==> config.mk <==
export PLATFORM = sky130hd
export DESIGN_NAME = bg_pixel_fifo_flat
export DESIGN_NICKNAME = d
export VERILOG_FILES = /design/src/rtl/bg_pixel_fifo_if.sv /design/src/rtl/bg_pixel_fifo.sv /design/src/flat_wrapper.sv
export SDC_FILE = /design/constraint.sdc
export NUM_CORES = 1
export LEC_CHECK = 0
export ABC_CLOCK_PERIOD_IN_PS = 3400
export CORE_ASPECT_RATIO = 0.8
export CORE_MARGIN = 5
export CORE_UTILIZATION = 27
export CTS_CLUSTER_SIZE = 20
export DETAILED_ROUTE_END_ITERATION = 8
export PLACE_DENSITY = 0.43
export SYNTH_ARGS = -nofsm -noshare
export SYNTH_HDL_FRONTEND = slang
export SYNTH_SLANG_ARGS = --single-unit
==> constraint.sdc <==
create_clock -name clk_in -period 3.4 [get_ports clk_in]
set_input_delay 0.85 -clock clk_in [delete_from_list [all_inputs] [get_ports clk_in]]
set_output_delay 0.85 -clock clk_in [all_outputs]
set_load 0.02 [all_outputs]
==> src/rtl/bg_pixel_fifo_if.sv <==
// bg_pixel_fifo_if -- tile-row push handshake between the background fetcher
// and the background pixel FIFO.
//
// Signals:
//   push_in         fetcher offers one tile row (8 pixels)
//   push_lo_in      tile row low bit-plane, bit 7 = leftmost pixel
//   push_hi_in      tile row high bit-plane, bit 7 = leftmost pixel
//   push_ready_out  FIFO accepts a push this cycle (qualified by the T-cycle enable)
//
// Modports:
//   master  fetcher side (drives the row, observes ready)
//   slave   FIFO side (observes the row, drives ready)
interface bg_pixel_fifo_if;
  logic       push_in;
  logic [7:0] push_lo_in;
  logic [7:0] push_hi_in;
  logic       push_ready_out;

  modport master (
    output push_in,
    output push_lo_in,
    output push_hi_in,
    input  push_ready_out
  );

  modport slave (
    input  push_in,
    input  push_lo_in,
    input  push_hi_in,
    output push_ready_out
  );
endinterface

==> src/rtl/bg_pixel_fifo.sv <==
// bg_pixel_fifo -- background pixel FIFO for one scanline's Draw phase.
//
// The fetcher pushes 8-pixel tile rows (two bit-planes). Pixels leave one per
// T-cycle. The first SCX[2:0] pixels of a line are dropped silently (fine
// scroll); the rest are palette-mapped through BGP and strobed out one clk
// cycle after the pop that produced them. After X_MAX strobes the line is done
// and the FIFO freezes until the next line_start_in.
//
// Parameters:
//   DEPTH  FIFO capacity in pixels (power of two, >= 16)
//   X_MAX  visible pixels per scanline
//
// Ports:
//   clk_in            system clock, rising edge
//   rst_in            synchronous active-low reset
//   tclk_in           T-cycle enable; gates push, pop and discard
//   line_start_in     one-cycle pulse starting a line (overrides push/pop)
//   SCX_in            scroll X, bits [2:0] sampled on line_start_in
//   BGP_in            background palette, applied at pop time
//   bg_en_in          0 forces shade 0
//   push_if           tile-row push handshake (slave side)
//   pixel_valid_out   one-cycle strobe, pixel_out valid
//   pixel_out         palette-mapped shade, held between strobes
//   X_out             pixels emitted this line
//   line_done_out     X_MAX pixels emitted, held until next line_start_in
//   overflow_err_out  sticky push-while-not-ready flag
//
// Build option:
//   BG_FIFO_OVERFLOW_CHECK_EN  when defined, overflow_err_out is a sticky
//                              detector; otherwise it is tied to 0.
module bg_pixel_fifo #(
  parameter int unsigned DEPTH = 16,
  parameter int unsigned X_MAX = 160
) (
  input  logic            clk_in,
  input  logic            rst_in,
  input  logic            tclk_in,
  input  logic            line_start_in,
  input  logic [7:0]      SCX_in,
  input  logic [7:0]      BGP_in,
  input  logic            bg_en_in,
  bg_pixel_fifo_if.slave  push_if,
  output logic            pixel_valid_out,
  output logic [1:0]      pixel_out,
  output logic [7:0]      X_out,
  output logic            line_done_out,
  output logic            overflow_err_out
);

  localparam int unsigned PTR_W = $clog2(DEPTH);
  localparam int unsigned CNT_W = PTR_W + 1;

  typedef enum logic [1:0] {
    IDLE,
    DISCARD,
    DRAW,
    DONE
  } state_e;

  state_e             state_q, state_d;
  logic [CNT_W-1:0]   count_q, count_d;
  logic [PTR_W-1:0]   rd_ptr_q, rd_ptr_d;
  logic [PTR_W-1:0]   wr_ptr_q, wr_ptr_d;
  logic [2:0]         disc_q, disc_d;
  logic [7:0]         x_q, x_d;
  logic [1:0]         pix_q, pix_d;
  logic               pix_valid_q, pix_valid_d;
  logic               done_q, done_d;
  logic [1:0]         mem_q [DEPTH];
  logic [1:0]         mem_d [DEPTH];

  logic               active;
  logic               push_ready;
  logic               push_acc;
  logic               pop;
  logic [1:0]         head;
  logic [7:0]         x_inc;

  // Only the fine-scroll bits of SCX matter here.
  logic               unused_scx;
  assign unused_scx = ^SCX_in[7:3];

  assign active     = (state_q == DISCARD) || (state_q == DRAW);
  assign push_ready = active && (count_q <= CNT_W'(DEPTH - 8));
  assign push_if.push_ready_out = push_ready;

  // line_start_in wins over any push/pop in the same cycle.
  assign push_acc = push_if.push_in && push_ready && tclk_in && !line_start_in;
  assign pop      = tclk_in && active && (count_q != '0) && !line_start_in;
  assign head     = mem_q[rd_ptr_q];
  assign x_inc    = x_q + 8'd1;

  always_comb begin
    state_d     = state_q;
    count_d     = count_q;
    rd_ptr_d    = rd_ptr_q;
    wr_ptr_d    = wr_ptr_q;
    disc_d      = disc_q;
    x_d         = x_q;
    pix_d       = pix_q;
    pix_valid_d = 1'b0;
    done_d      = done_q;

    if (line_start_in) begin
      count_d  = '0;
      rd_ptr_d = '0;
      wr_ptr_d = '0;
      x_d      = '0;
      disc_d   = SCX_in[2:0];
      done_d   = 1'b0;
      state_d  = (SCX_in[2:0] != 3'd0) ? DISCARD : DRAW;
    end else begin
      if (push_acc) begin
        wr_ptr_d = wr_ptr_q + PTR_W'(8);
      end
      if (pop) begin
        rd_ptr_d = rd_ptr_q + PTR_W'(1);
      end
      // Push and pop may coincide: net change +7. Ready guarantees no overflow.
      count_d = count_q
              + (push_acc ? CNT_W'(8) : CNT_W'(0))
              - (pop      ? CNT_W'(1) : CNT_W'(0));

      if (pop) begin
        if (state_q == DISCARD) begin
          disc_d = disc_q - 3'd1;
          if (disc_q <= 3'd1) begin
            state_d = DRAW;
          end
        end else begin
          pix_valid_d = 1'b1;
          pix_d       = bg_en_in ? BGP_in[{head, 1'b0} +: 2] : 2'b00;
          x_d         = x_inc;
          if (x_inc == 8'(X_MAX)) begin
            state_d = DONE;
            done_d  = 1'b1;
          end
        end
      end
    end
  end

  // Tile row unpacked into the ring, leftmost pixel at the write pointer.
  always_comb begin
    mem_d = mem_q;
    if (push_acc) begin
      for (int unsigned i = 0; i < 8; i++) begin
        mem_d[PTR_W'(wr_ptr_q + PTR_W'(i))] =
          {push_if.push_hi_in[3'(7 - i)], push_if.push_lo_in[3'(7 - i)]};
      end
    end
  end

  always_ff @(posedge clk_in) begin
    if (!rst_in) begin
      state_q     <= IDLE;
      count_q     <= '0;
      rd_ptr_q    <= '0;
      wr_ptr_q    <= '0;
      disc_q      <= '0;
      x_q         <= '0;
      pix_q       <= '0;
      pix_valid_q <= 1'b0;
      done_q      <= 1'b0;
    end else begin
      state_q     <= state_d;
      count_q     <= count_d;
      rd_ptr_q    <= rd_ptr_d;
      wr_ptr_q    <= wr_ptr_d;
      disc_q      <= disc_d;
      x_q         <= x_d;
      pix_q       <= pix_d;
      pix_valid_q <= pix_valid_d;
      done_q      <= done_d;
    end
  end

  // Storage needs no reset: count=0 makes stale contents unreachable.
  always_ff @(posedge clk_in) begin
    mem_q <= mem_d;
  end

  assign pixel_valid_out = pix_valid_q;
  assign pixel_out       = pix_q;
  assign X_out           = x_q;
  assign line_done_out   = done_q;

`ifdef BG_FIFO_OVERFLOW_CHECK_EN
  logic ovf_q, ovf_d;

  always_comb begin
    ovf_d = ovf_q;
    if (line_start_in) begin
      ovf_d = 1'b0;
    end else if (tclk_in && push_if.push_in && !push_ready && active) begin
      ovf_d = 1'b1;
    end
  end

  always_ff @(posedge clk_in) begin
    if (!rst_in) begin
      ovf_q <= 1'b0;
    end else begin
      ovf_q <= ovf_d;
    end
  end

  assign overflow_err_out = ovf_q;
`else
  assign overflow_err_out = 1'b0;
`endif

endmodule

==> src/flat_wrapper.sv <==
// flat-port wrapper written by rule: the top's interface ports become plain ports
module bg_pixel_fifo_flat 
#(
  parameter int unsigned DEPTH = 16,
  parameter int unsigned X_MAX = 160
)
  (clk_in, rst_in, tclk_in, line_start_in, SCX_in, BGP_in, bg_en_in, pixel_valid_out, pixel_out, X_out, line_done_out, overflow_err_out, push_if_push_in, push_if_push_lo_in, push_if_push_hi_in, push_if_push_ready_out);
  bg_pixel_fifo_if push_if_i ();
  input  logic clk_in;
  input  logic rst_in;
  input  logic tclk_in;
  input  logic line_start_in;
  input  logic [7:0] SCX_in;
  input  logic [7:0] BGP_in;
  input  logic bg_en_in;
  output logic pixel_valid_out;
  output logic [1:0] pixel_out;
  output logic [7:0] X_out;
  output logic line_done_out;
  output logic overflow_err_out;
  input wire logic [$bits(push_if_i.push_in)-1:0] push_if_push_in;
  input wire logic [$bits(push_if_i.push_lo_in)-1:0] push_if_push_lo_in;
  input wire logic [$bits(push_if_i.push_hi_in)-1:0] push_if_push_hi_in;
  output wire logic [$bits(push_if_i.push_ready_out)-1:0] push_if_push_ready_out;
  assign push_if_i.push_in = push_if_push_in;
  assign push_if_i.push_lo_in = push_if_push_lo_in;
  assign push_if_i.push_hi_in = push_if_push_hi_in;
  assign push_if_push_ready_out = push_if_i.push_ready_out;
  bg_pixel_fifo #(.DEPTH(DEPTH), .X_MAX(X_MAX)) u_core (.clk_in(clk_in), .rst_in(rst_in), .tclk_in(tclk_in), .line_start_in(line_start_in), .SCX_in(SCX_in), .BGP_in(BGP_in), .bg_en_in(bg_en_in), .push_if(push_if_i), .pixel_valid_out(pixel_valid_out), .pixel_out(pixel_out), .X_out(X_out), .line_done_out(line_done_out), .overflow_err_out(overflow_err_out));
endmodule
==> run summary <==
via count = 1847
CTS buffer count = 9
worst-margin pin slew = 674 ps
Starting Density = 0.272
status = completed
Seq/Total Area, Yosys = 0.545
gpl congestion = 0.730
Crit. End Element = output port
cell taking the most area after synthesis = edfxtp_1
Layout fillers = 1015
clock sinks = 59
antenna viol nets, final = 0
maximum vdd drop = 0.000221 V
CP Class = flip-flop to output port
largest net degree at the start of global routing = 18
Rows = 33
main combinational cell family by area after synthesis = simple AND/OR/NAND/NOR gates
Hold Path Class = flip-flop to flip-flop
Total Power = 1910 uW
final worst-path cycle share = 0.855
DRC viols = 0
Register Area = 1500 um2
Netlist cell types = 48
final slew viol count = 0
Pleak = 0.00128 uW
Core ar. = 10100 um2
clk_lat worst skew = 320 ps
growth of design area from synthesis to finish = 35.0%
CTS Hold Bufs = 0
Chip Height = 100 um
# port buffers = 45
Post-Synth XOR/XNOR Area = 0.0541
fin nets = 330
antenna cell count = 0
dpl hpwl = 4.22 mm
Max FO, Critical Path = 4
post-synthesis average cell area = 12.2 um2
Setup Buffers After CTS = 0
Synth Register Bits = 59
most common cell in the netlist = edfxtp_1
DR vias/cell = 4.34
post-synthesis async set-or-reset flop share = 0
post-synthesis mux area share = 0.0859
H-tree levels = 3
fmax = 344 MHz
Setup TNS = 0 ps
iteration count of the initial detailed-routing pass = 4
Max Cap Viol = 0
placed instance area = 3380 um2
CP required = 2550 ps
total track usage = 0.107
Setup violations, final = 0
Synth Area in Compound Gates = 0.0886
Hold Slack = 462 ps
CTS clk-pin slew, worst paths = 50 ps
Die Area = 12300 um2
top cells by area, synth = edfxtp_1 35%, dfxtp_1 20%, mux4_2 6.5%, ha_1 4.5%, nor2_1 3.3%
top cells by count, synth = 32 x edfxtp_1, 27 x dfxtp_1, 24 x nor2_1
CTS tree = done
CTS max path bufs = 2
final hold vios = 0
layout cells sized above 1 = 0.126
final WL = 6.07 mm
Multi-input gate area = 1130 um2
WL per Instance = 14.3 um
fin area = 3720 um2
initial antenna violation count = 0
Rel. slew slack = 0.550
number of global-route vias before repair = 1959
Syn Inst Count = 226
top cell type's share of synthesized area = 0.349
Initial DRC Count = 85
clock root cell = clkbuf_16
Synth Flop Type = edfxtp_1
number of synthesized flops with an enable pin = 32
post-CTS resize count = 0
Synth Area in Simple Gates = 0.127
DIE WIDTH = 123 um
Congestion Overflow GR = 0
Crit path arrival time = 2060 ps
Synth Cell Area = 2750 um2
post-synthesis adder-cell area fraction = 0.0527
crit path launch type = flip-flop
minimum clock period = 2910 ps
Syn. warnings = 0
I/O Pins = 52
RSZ-0062 raised after global routing = no
Max Clock Skew = 5.46 ps
first-pass GRT wire length = 10.1 mm
PwrDens = 515 nW/um2
Mapped Nets = 275
## flip-flops by register name, indices dropped and copies added (netlist names)
name	flops
u_core.X_out	8
u_core.count_q	5
u_core.disc_q	3
u_core.line_done_out	1
u_core.mem_q	32
u_core.pixel_out	2
u_core.pixel_valid_out	1
u_core.rd_ptr_q	4
u_core.state_q	2
u_core.wr_ptr_q	1
## cell usage in the layout (no fill, tap or decap), types with 3 or more instances in the layout
cell type / synthesis / final
o221ai_1: 5 / 5
nand2_1: 12 / 12
nand2b_1: 3 / 3
clkbuf_16: 0 / 9
nand4_1: 6 / 6
ha_1: 10 / 10
xor2_1: 10 / 10
and3_1: 3 / 3
edfxtp_1: 32 / 32
inv_1: 17 / 17
clkdlybuf4s50_1: 0 / 45
mux4_2: 8 / 8
o211ai_1: 4 / 4
and2_1: 3 / 3
nor2_1: 24 / 24
bufinv_16: 0 / 3
nand3_1: 5 / 5
dfxtp_1: 27 / 27
xnor2_1: 7 / 7
buf_4: 5 / 7
a21oi_1: 6 / 6
## path summary, 6_finish.rpt
check | startpoint | end | slack [ps] | cells past startpoint
setup / recovery | u_core.count_q[1] | push_if_push_ready_out | 490 | 3
hold / removal | u_core.pixel_out[1] | u_core.pixel_out[1] | 460 | 2
setup reg to reg | u_core.count_q[1] | u_core.count_q[4] | 780 | 9
hold reg to reg | u_core.pixel_out[1] | u_core.pixel_out[1] | 460 | 2
## metrics by stage
stage,std cells,utilization,worst slack (ps)
after floorplan,226,-,820
after global placement,410,0.334,344
after detailed placement,410,0.334,302
after CTS,426,0.367,465
after global routing,426,0.367,391
final,426,0.367,493
## logic make-up (layout without fill, tap and decap cells)
family	after synthesis	count (layout)
and+or+nand+nor	69	69
other	1	1
muxes	13	13
xor gates and xnor gates	17	17
DFF	59	59
adders and majority gates	11	11
buffers and inverters	26	86
AOI/OAI and AO/OA	30	30
## report_power, final
part	total (uW)	switching [uW]	internal, uW
Sequential	767	5.84	761
Combinational	116	52.4	63.4
Clock	1030	317	714
## area by class of cell
class,instances,area share
clock buffers,9,0.0606
flip-flops and latches,59,0.404
repair buffers,52,0.135
well taps,140,0.0471
clock inverters,7,0.0313
multi-input cells,141,0.304
inverters,18,0.0182
## worst max-delay path, cell delays in order (launching register included)
cell	delay, ps
dfxtp_1	350
nor3_1	560
o21a_1	220
clkdlybuf4s50_1	610
## metal layers
metal | track usage | up-vias | share of wire
met2 | 0.150 | 35 | 0.42
met4 | 0.0473 | 0 | 0.014
li1 | - | 933 | -
met1 | 0.150 | 872 | 0.51
met5 | 0 | - | 0
met3 | 0.0344 | 7 | 0.054
(Power assumes the default switching activity.)
